**src/rtl/alu_arbiter.sv**
```systemverilog
// Round-robin arbiter that shares one four_bitalu between two valid/ready requesters.
// One operation is in flight at a time; results return on the owner's response port.

module four_bitalu (
  input  logic [3:0] a_i,
  input  logic [3:0] b_i,
  input  logic [2:0] sel_i,
  output logic [3:0] result_o,
  output logic       carry_o
);

  logic [4:0] sum;

  // ADD/SUB use a 5-bit datapath so bit 4 is the carry (SUB: borrow); every other op clears it.
  always_comb begin
    sum = 5'd0;
    case (sel_i)
      3'b000: sum = {1'b0, a_i} + {1'b0, b_i};
      3'b001: sum = {1'b0, a_i} - {1'b0, b_i};
      3'b010: sum = {1'b0, a_i & b_i};
      3'b011: sum = {1'b0, a_i | b_i};
      3'b100: sum = {1'b0, a_i ^ b_i};
      3'b101: sum = {1'b0, ~a_i};
      3'b110: sum = {1'b0, a_i[2:0], 1'b0};
      3'b111: sum = {2'b00, a_i[3:1]};
    endcase
  end

  assign result_o = sum[3:0];
  assign carry_o  = sum[4];

endmodule

module alu_arbiter #(
  parameter int unsigned EXEC_CYCLES = 1
) (
  input  logic       clk,
  input  logic       rst_n,
  input  logic       req0_valid,
  output logic       req0_ready,
  input  logic [3:0] req0_a,
  input  logic [3:0] req0_b,
  input  logic [2:0] req0_sel,
  input  logic       req1_valid,
  output logic       req1_ready,
  input  logic [3:0] req1_a,
  input  logic [3:0] req1_b,
  input  logic [2:0] req1_sel,
  output logic       rsp0_valid,
  input  logic       rsp0_ready,
  output logic       rsp1_valid,
  input  logic       rsp1_ready,
  output logic [3:0] rsp_result,
  output logic       rsp_carry,
  output logic       busy
);

  typedef enum logic [1:0] {IDLE, EXEC, RESP} state_t;

  state_t     state_q, state_d;
  logic       prio_q, prio_d;
  logic       owner_q, owner_d;
  logic [3:0] a_q, a_d, b_q, b_d;
  logic [2:0] sel_q, sel_d;
  logic [3:0] cnt_q, cnt_d;
  logic [3:0] result_q, result_d;
  logic       carry_q, carry_d;
  logic       valid_q, valid_d;
  logic [3:0] alu_result;
  logic       alu_carry;
  logic       grant0, grant1, rsp_hs;

  four_bitalu u_alu (
    .a_i      (a_q),
    .b_i      (b_q),
    .sel_i    (sel_q),
    .result_o (alu_result),
    .carry_o  (alu_carry)
  );

  assign grant0     = req0_valid && (!req1_valid || !prio_q);
  assign grant1     = req1_valid && (!req0_valid ||  prio_q);
  assign req0_ready = rst_n && (state_q == IDLE) && grant0;
  assign req1_ready = rst_n && (state_q == IDLE) && grant1;
  assign rsp_hs     = owner_q ? rsp1_ready : rsp0_ready;

  // The counter starts at EXEC_CYCLES so the first EXEC cycle lets the freshly captured
  // operands settle on the ALU; the result is sampled EXEC_CYCLES cycles after that.
  always_comb begin
    state_d  = state_q;
    prio_d   = prio_q;
    owner_d  = owner_q;
    a_d      = a_q;
    b_d      = b_q;
    sel_d    = sel_q;
    cnt_d    = cnt_q;
    result_d = result_q;
    carry_d  = carry_q;
    valid_d  = valid_q;
    case (state_q)
      IDLE: begin
        if (req0_ready) begin
          a_d     = req0_a;
          b_d     = req0_b;
          sel_d   = req0_sel;
          owner_d = 1'b0;
          cnt_d   = 4'(EXEC_CYCLES);
          state_d = EXEC;
        end else if (req1_ready) begin
          a_d     = req1_a;
          b_d     = req1_b;
          sel_d   = req1_sel;
          owner_d = 1'b1;
          cnt_d   = 4'(EXEC_CYCLES);
          state_d = EXEC;
        end
      end
      EXEC: begin
        if (cnt_q == 4'd0) begin
          result_d = alu_result;
          carry_d  = alu_carry;
          valid_d  = 1'b1;
          state_d  = RESP;
        end else begin
          cnt_d = cnt_q - 4'd1;
        end
      end
      RESP: begin
        if (rsp_hs) begin
          valid_d = 1'b0;
          prio_d  = ~owner_q;
          state_d = IDLE;
        end
      end
      default: state_d = IDLE;
    endcase
  end

  always_ff @(posedge clk or negedge rst_n) begin
    if (!rst_n) begin
      state_q  <= IDLE;
      prio_q   <= 1'b0;
      owner_q  <= 1'b0;
      a_q      <= 4'd0;
      b_q      <= 4'd0;
      sel_q    <= 3'd0;
      cnt_q    <= 4'd0;
      result_q <= 4'd0;
      carry_q  <= 1'b0;
      valid_q  <= 1'b0;
    end else begin
      state_q  <= state_d;
      prio_q   <= prio_d;
      owner_q  <= owner_d;
      a_q      <= a_d;
      b_q      <= b_d;
      sel_q    <= sel_d;
      cnt_q    <= cnt_d;
      result_q <= result_d;
      carry_q  <= carry_d;
      valid_q  <= valid_d;
    end
  end

  assign rsp0_valid = valid_q && !owner_q;
  assign rsp1_valid = valid_q &&  owner_q;
  assign rsp_result = result_q;
  assign rsp_carry  = carry_q;
  assign busy       = (state_q != IDLE);

endmodule

```
**config.mk**
```make
export PLATFORM = sky130hd
export DESIGN_NAME = alu_arbiter
export DESIGN_NICKNAME = d
export VERILOG_FILES = /design/src/rtl/alu_arbiter.sv
export SDC_FILE = /design/constraint.sdc
export NUM_CORES = 1
export LEC_CHECK = 0
export ABC_CLOCK_PERIOD_IN_PS = 2550
export CAP_MARGIN = 15
export CORE_MARGIN = 8
export CORE_UTILIZATION = 40
export DETAILED_ROUTE_END_ITERATION = 16
export GPL_ROUTABILITY_DRIVEN = 0
export MAX_ROUTING_LAYER = met4
export PLACE_DENSITY = 0.66
export REMOVE_ABC_BUFFERS = 1
export SLEW_MARGIN = 20
export SYNTH_ARGS = -nofsm -noshare
export SYNTH_HDL_FRONTEND = slang
export SYNTH_SLANG_ARGS = --single-unit
```
**constraint.sdc**
```tcl
create_clock -name clk -period 2.55 [get_ports clk]
set_input_delay 0.6375 -clock clk [delete_from_list [all_inputs] [get_ports clk]]
set_output_delay 0.6375 -clock clk [all_outputs]
set_load 0.02 [all_outputs]
```
# --- Yosys cells after proc, flatten, opt, wreduce, memory -nomap -nowiden ---
# Index checks and enable logic that the tools add are counted.
# W data, S select, Z words.
totals:
  word_cells: 79
  out_inout_bits: 10
  inputBits: 28
  ff_bits: 25
  ramBits: 0
  mem_count: 0
  mem_bits_ro: 0
  latch_bits: 0
op_classes:
  n_addsub: 3
  magnitude_cmp: 0
  n_bitwise: 5
  n_mux: 22
  mul: 0
  shift: 0
  n_reduce_logical: 26
  n_eq_ne: 13
  div_mod_pow: 0
op_table:
  columns: ["op", "count"]
  rows:
  - ["$pmux W5 S8", 1]
  - ["$mux W4", 7]
  - ["$eq A3 B3 Y1 const B", 4]
  - ["$reduce_and A3 Y1", 3]
  - ["$mux W2", 4]
  - ["$pmux W4 S2", 1]
  - ["$reduce_bool A2 Y1", 4]
  - ["$logic_and A1 B1 Y1", 7]
  - ["$eq A3 B2 Y1 const B", 2]
  - ["$mux W3", 2]
  - ["$ne A2 B2 Y1 const B", 3]
  - ["$pmux W2 S3", 1]
  - ["$reduce_and A2 Y1", 3]
  - ["$add A4 B4 Y5", 1]
  - ["$mux W1", 5]
  - ["$sub A4 B4 Y5", 1]
  - ["$and A4 B4 Y4", 1]
  - ["$logic_not A1 Y1", 4]
  - ["$logic_not A4 Y1", 1]
  - ["$not A4 Y4", 1]
  - ["$or A4 B4 Y4", 1]
  - ["$sub A4 B1 Y4 const B", 1]
  - ["$xor A4 B4 Y4", 1]
  - ["$eq A3 B1 Y1 const B", 1]
  - ["8 further kinds", 9]

# --- Depth between registers and ports, before layout ---
logic_depth:
  ltp_word: 7
  mapped_depth: 11
  ltp_nobuf: 10

# --- Hierarchy ---
# Synthesis repeated with hierarchy kept, for this count alone.
hier_totals:
  hier_cells: 210
  area_unflattened_um2: 1875.5
by_module_without_submodules:
  columns: ["mod", "seq_area_each_um2", "n_inst", "area_per_inst_um2", "cells_each"]
  rows:
  - ["alu_arbiter", 625.6, 1, 1302.5, 133]
  - ["four_bitalu", 0.0, 1, 573.0, 77]

# --- Least setup slack after synthesis ---
# Ideal clock, no wire load.
synth_timing:
  path_kind: "register -> register"
  start: "register sel_q[2]"
  end: "register result_q[3], in the netlist rsp_result[3]"
  t_arrival_ns: 2.039
  setup_slack_ns: 0.379
  setup_ns: 0.132
  path_stages_with_launch: 11
  synth_period_minus_slack_ns: 2.171
  required_ns: 2.418
  cell_sequence: "dfrtp_1 buf_2 nor2_1 nand2_1 o21ai_0 inv_1 ha_1 a221oi_2 xnor2_1 a22oi_1 o21ai_1"
synth_via:
  elab_chain_len: 2
synth_lines:
  columns: ["element", "line_no", "source"]
  rows:
  - ["start, declared", "64", "logic [2:0] sel_q, sel_d;"]
  - ["start signal, assigned", "157", "sel_q <= sel_d;"]
  - ["$eq A3 B3 Y1 (tied with other cells)", "17", "case (sel_i)"]
  - ["$pmux W5 S8 (*)", "17", null]
  - ["end signal, assigned", "159", "result_q <= result_d;"]
  - ["end, declared", "66", "logic [3:0] result_q, result_d;"]
# Mark *: on every way between the ends. The rest lies on a longest branch, timed or not.
# A chain may end at the register's enable or synchronous reset.

# --- Worst setup path in the final report ---
layout_timing:
  start: "input port rst_n"
  end: "output port req0_ready"
layout_via:
  elab_chain_len: 2
layout_lines:
  columns: ["element", "line_no", "source"]
  rows:
  - ["start, declared", "38", "input logic rst_n,"]
  - ["$logic_and A1 B1 Y1 (2 in series)", "83", "assign req0_ready = rst_n && (state_q == IDLE) && grant0;"]
  - ["end, declared", "40", "output logic req0_ready,"]
# No other way between the ends.

==> qor.yml <==
routing:
  wl_met3_um: 68
  postRouteWirelength_um: 3750
  vias_per_cell: 4.93
  drt.antenna.violating_nets: 0
  drt_iter0_markers: 68
  topRoutingLayerUsed: "met4"
  route.detailed.wl_per_inst_um: 13.4
  drc_errors: 0
  dr_wl_met2_um: 1640
  drt_first_pass_iters: 4
  met1_length_um: 1980
  via_count: 1386
floorplanning:
  core_um2: 4060
  placementRows: 23
  ioPinCount: 38
  floorplan.die_area_um2: 6600
  fp.dieH_um: 81.3
  die-width_um: 81.3
  start_util_pct: 42.0
place:
  io_buffer_count: 37
  placed_area_um2: 2170
  place_hpwl_um: 2960
timing:
  rsz0062_at_grt: "false"
  finalHoldViolCount: 0
  timing_worst_slew_pin_value_ns: 0.430
  fin_crit_ns: 2.45
  report.final.setup_viol: 0
  timing.max_slew.rel_slack_pct: 71.4
  clock-skew-final_ns: 0.00538
  max_freq_ghz: 0.409
  slew_violations: 0
  timing.setup.tns_ns: 0
  final.hold.worst_slack_ns: 0.485
  fin_crit_sh_pct: 95.9
cts:
  cts-buffers-inserted: 3
  clk_pin_slew_worst_paths_ns: 0.09
  clockBufferDepth: 2
  cts_post_setup_buffers_inserted: 0
  clkLatencyLatePin_ns: 0.28
  cts_hold_buf: 0
  tritoncts: "yes"
  clock_tree.htree_level_count: 1
  clock_sinks: 25
  cts.root.buffer_cell: "clkbuf_8"
yosys:
  async_flop_share_pct: 100
  ys_seq_elements: 25
  synth-warning-count: 0
  synth.avg_cell_area_um2: 9.06
  gate_count_post_synth: 188
  cell_area_synth_um2: 1700
  synth_edf_count: 0
  synth-main-ff-cell: "dfrtp_1"
  synth_seq_area_share_pct: 36.7
  synth_cell_type_count: 38
setup_path:
  timing.critical_path.required_ns: 1.91
  critical_path.startpoint: "rst_n"
  reg2reg_launch_point: "b_q[0]$_DFFE_PN0P_"
  arrival_ns: 1.81
  timing.critical_path.from_type: "input port"
  worst_reg2reg_path_length_in_cells: 10
  critical_path_peak_fanout: 2
  category_of_the_critical_setup_timing_path: "in -> out"
  endpoint_kind: "output port"
layout:
  most_frequent_cells_in_the_layout: "clkdlybuf4s50_1, dfrtp_1, nor2_1, nand2_1, a21oi_1"
  final_net_count: 276
  postLayoutCellArea_um2: 2210
  area_delta_synth_final_pct: 29.7
  antenna-diode-count: 0
  layout_commonest_cell: "clkdlybuf4s50_1"
  drive_gt1_share_pct: 9.09
global_routing:
  grt_max_degree: 26
  grt-ovfl-total: 0
  initial_antenna_violation_count: 0
  number_of_global_route_vias_before_repair: 1448
  grt.total_usage_pct: 13.1
  grt_pass1_wl_um: 6740
flow_run:
  maxCapViolCount: 0
status:
  outcome: "complete, no violations"
worst_hold_path:
  holdCritStartpoint: "rsp_carry$_DFFE_PN0P_"
  worst_hold_path.num_cells: 2
  worstHoldPathType: "reg -> reg"
power:
  pwr_density_cell_nw_per_um2: 1240
  irDropWorstVdd_uv: 478
  power.static_leakage_nw: 1.09
[cell usage after synthesis (2+ instances only)]
master / count / area share [%]
dfrtp_1: 25 / 37
nand2b_1: 3 / 1.1
or2_2: 2 / 0.73
a211oi_1: 2 / 0.88
ha_1: 15 / 11
nor2_1: 19 / 4.2
clkbuf_1: 2 / 0.44
nor2b_1: 4 / 1.5
xnor2_1: 4 / 2.1
a21oi_1: 17 / 5.0
inv_1: 16 / 3.5
a21o_1: 4 / 1.8
a22oi_1: 2 / 0.88
buf_2: 5 / 1.5
mux2i_1: 14 / 8.2
o21ai_0: 9 / 2.6
a31oi_1: 3 / 1.1
o31ai_1: 2 / 0.88
nand2_1: 19 / 4.2
xor2_1: 3 / 1.5
[repair_timing]
action                                  CTS  global route
endpoints found under the setup margin    2             1
cloned                                    0             0
gates resized for setup                   7             2
[where the power goes]
part	switching, mW	internal, mW	leakage (nW)
registers	0.207	0.578	0.291
logic	0.868	0.832	0.778
clock network	0.136	0.110	0.0255
total	1.21	1.52	1.09
[cell families (layout without fill, tap and decap cells)]
kind of cell / after synthesis / after routing / synth area share [%]
DFF: 25 / 25 / 36.7
buffers and inverters: 24 / 67 / 6.09
AOI/OAI and AO/OA: 47 / 47 / 17.2
xor gates and xnor gates: 7 / 7 / 3.60
and+or+nand+nor: 54 / 54 / 14.7
muxes: 15 / 15 / 9.54
adders and majority gates: 16 / 16 / 12.2
[stage by stage]
stage	total power [mW]	std cells	worst slack [ns]	utilization (%)
final	2.73	281	0.105	54.5
after global routing	3.04	281	0.0349	54.5
after CTS	2.74	281	0.00885	54.5
after detailed placement	2.49	277	-0.344	53.4
after global placement	2.47	277	-0.320	53.4
after floorplan	1.96	180	0.300	-
[per-layer routing]
metal	global-route usage (%)	vias up
li1	-	732
met1	17.8	624
met2	19.4	26
met3	0.993	4
met4	5.89	0
met5	-	-
[state kept, by name (all words and copies together) (netlist names)]
signal,cells
a_q,4
b_q,4
cnt_q,4
rsp_result,4
sel_q,3
state_q,2
owner_q,1
prio_q,1
rsp_carry,1
valid_q,1
[critical path: stages]
cell,delay (ns)
clkdlybuf4s50_1,0.49
nor3b_4,0.20
nand2_1,0.09
a21o_1,0.18
inv_1,0.05
buf_2,0.15
[worst paths after layout]
kind | end | slack [ns]
worst min register to register | rsp_carry$_DFFE_PN0P_ | 0.48
worst max register to register | rsp_result[3]$_DFFE_PN0P_ | 0.32
worst max-delay path | req0_ready | 0.10
worst min-delay path | rsp_carry$_DFFE_PN0P_ | 0.48
min in group asynchronous | a_q[1]$_DFFE_PN0P_ | 0.77
max in group asynchronous | rsp_result[0]$_DFFE_PN0P_ | 1.54
[cell type report]
class / instances / area [µm²]
inverter: 16 / 60.1
clock buffer: 3 / 41.3
timing repair buffer: 47 / 435
multi-input combinational: 139 / 981
tap: 50 / 62.6
clock inverter: 1 / 5.00
fill: 380 / 1850
sequential: 25 / 626
Power figures use the tool's default switching activity.
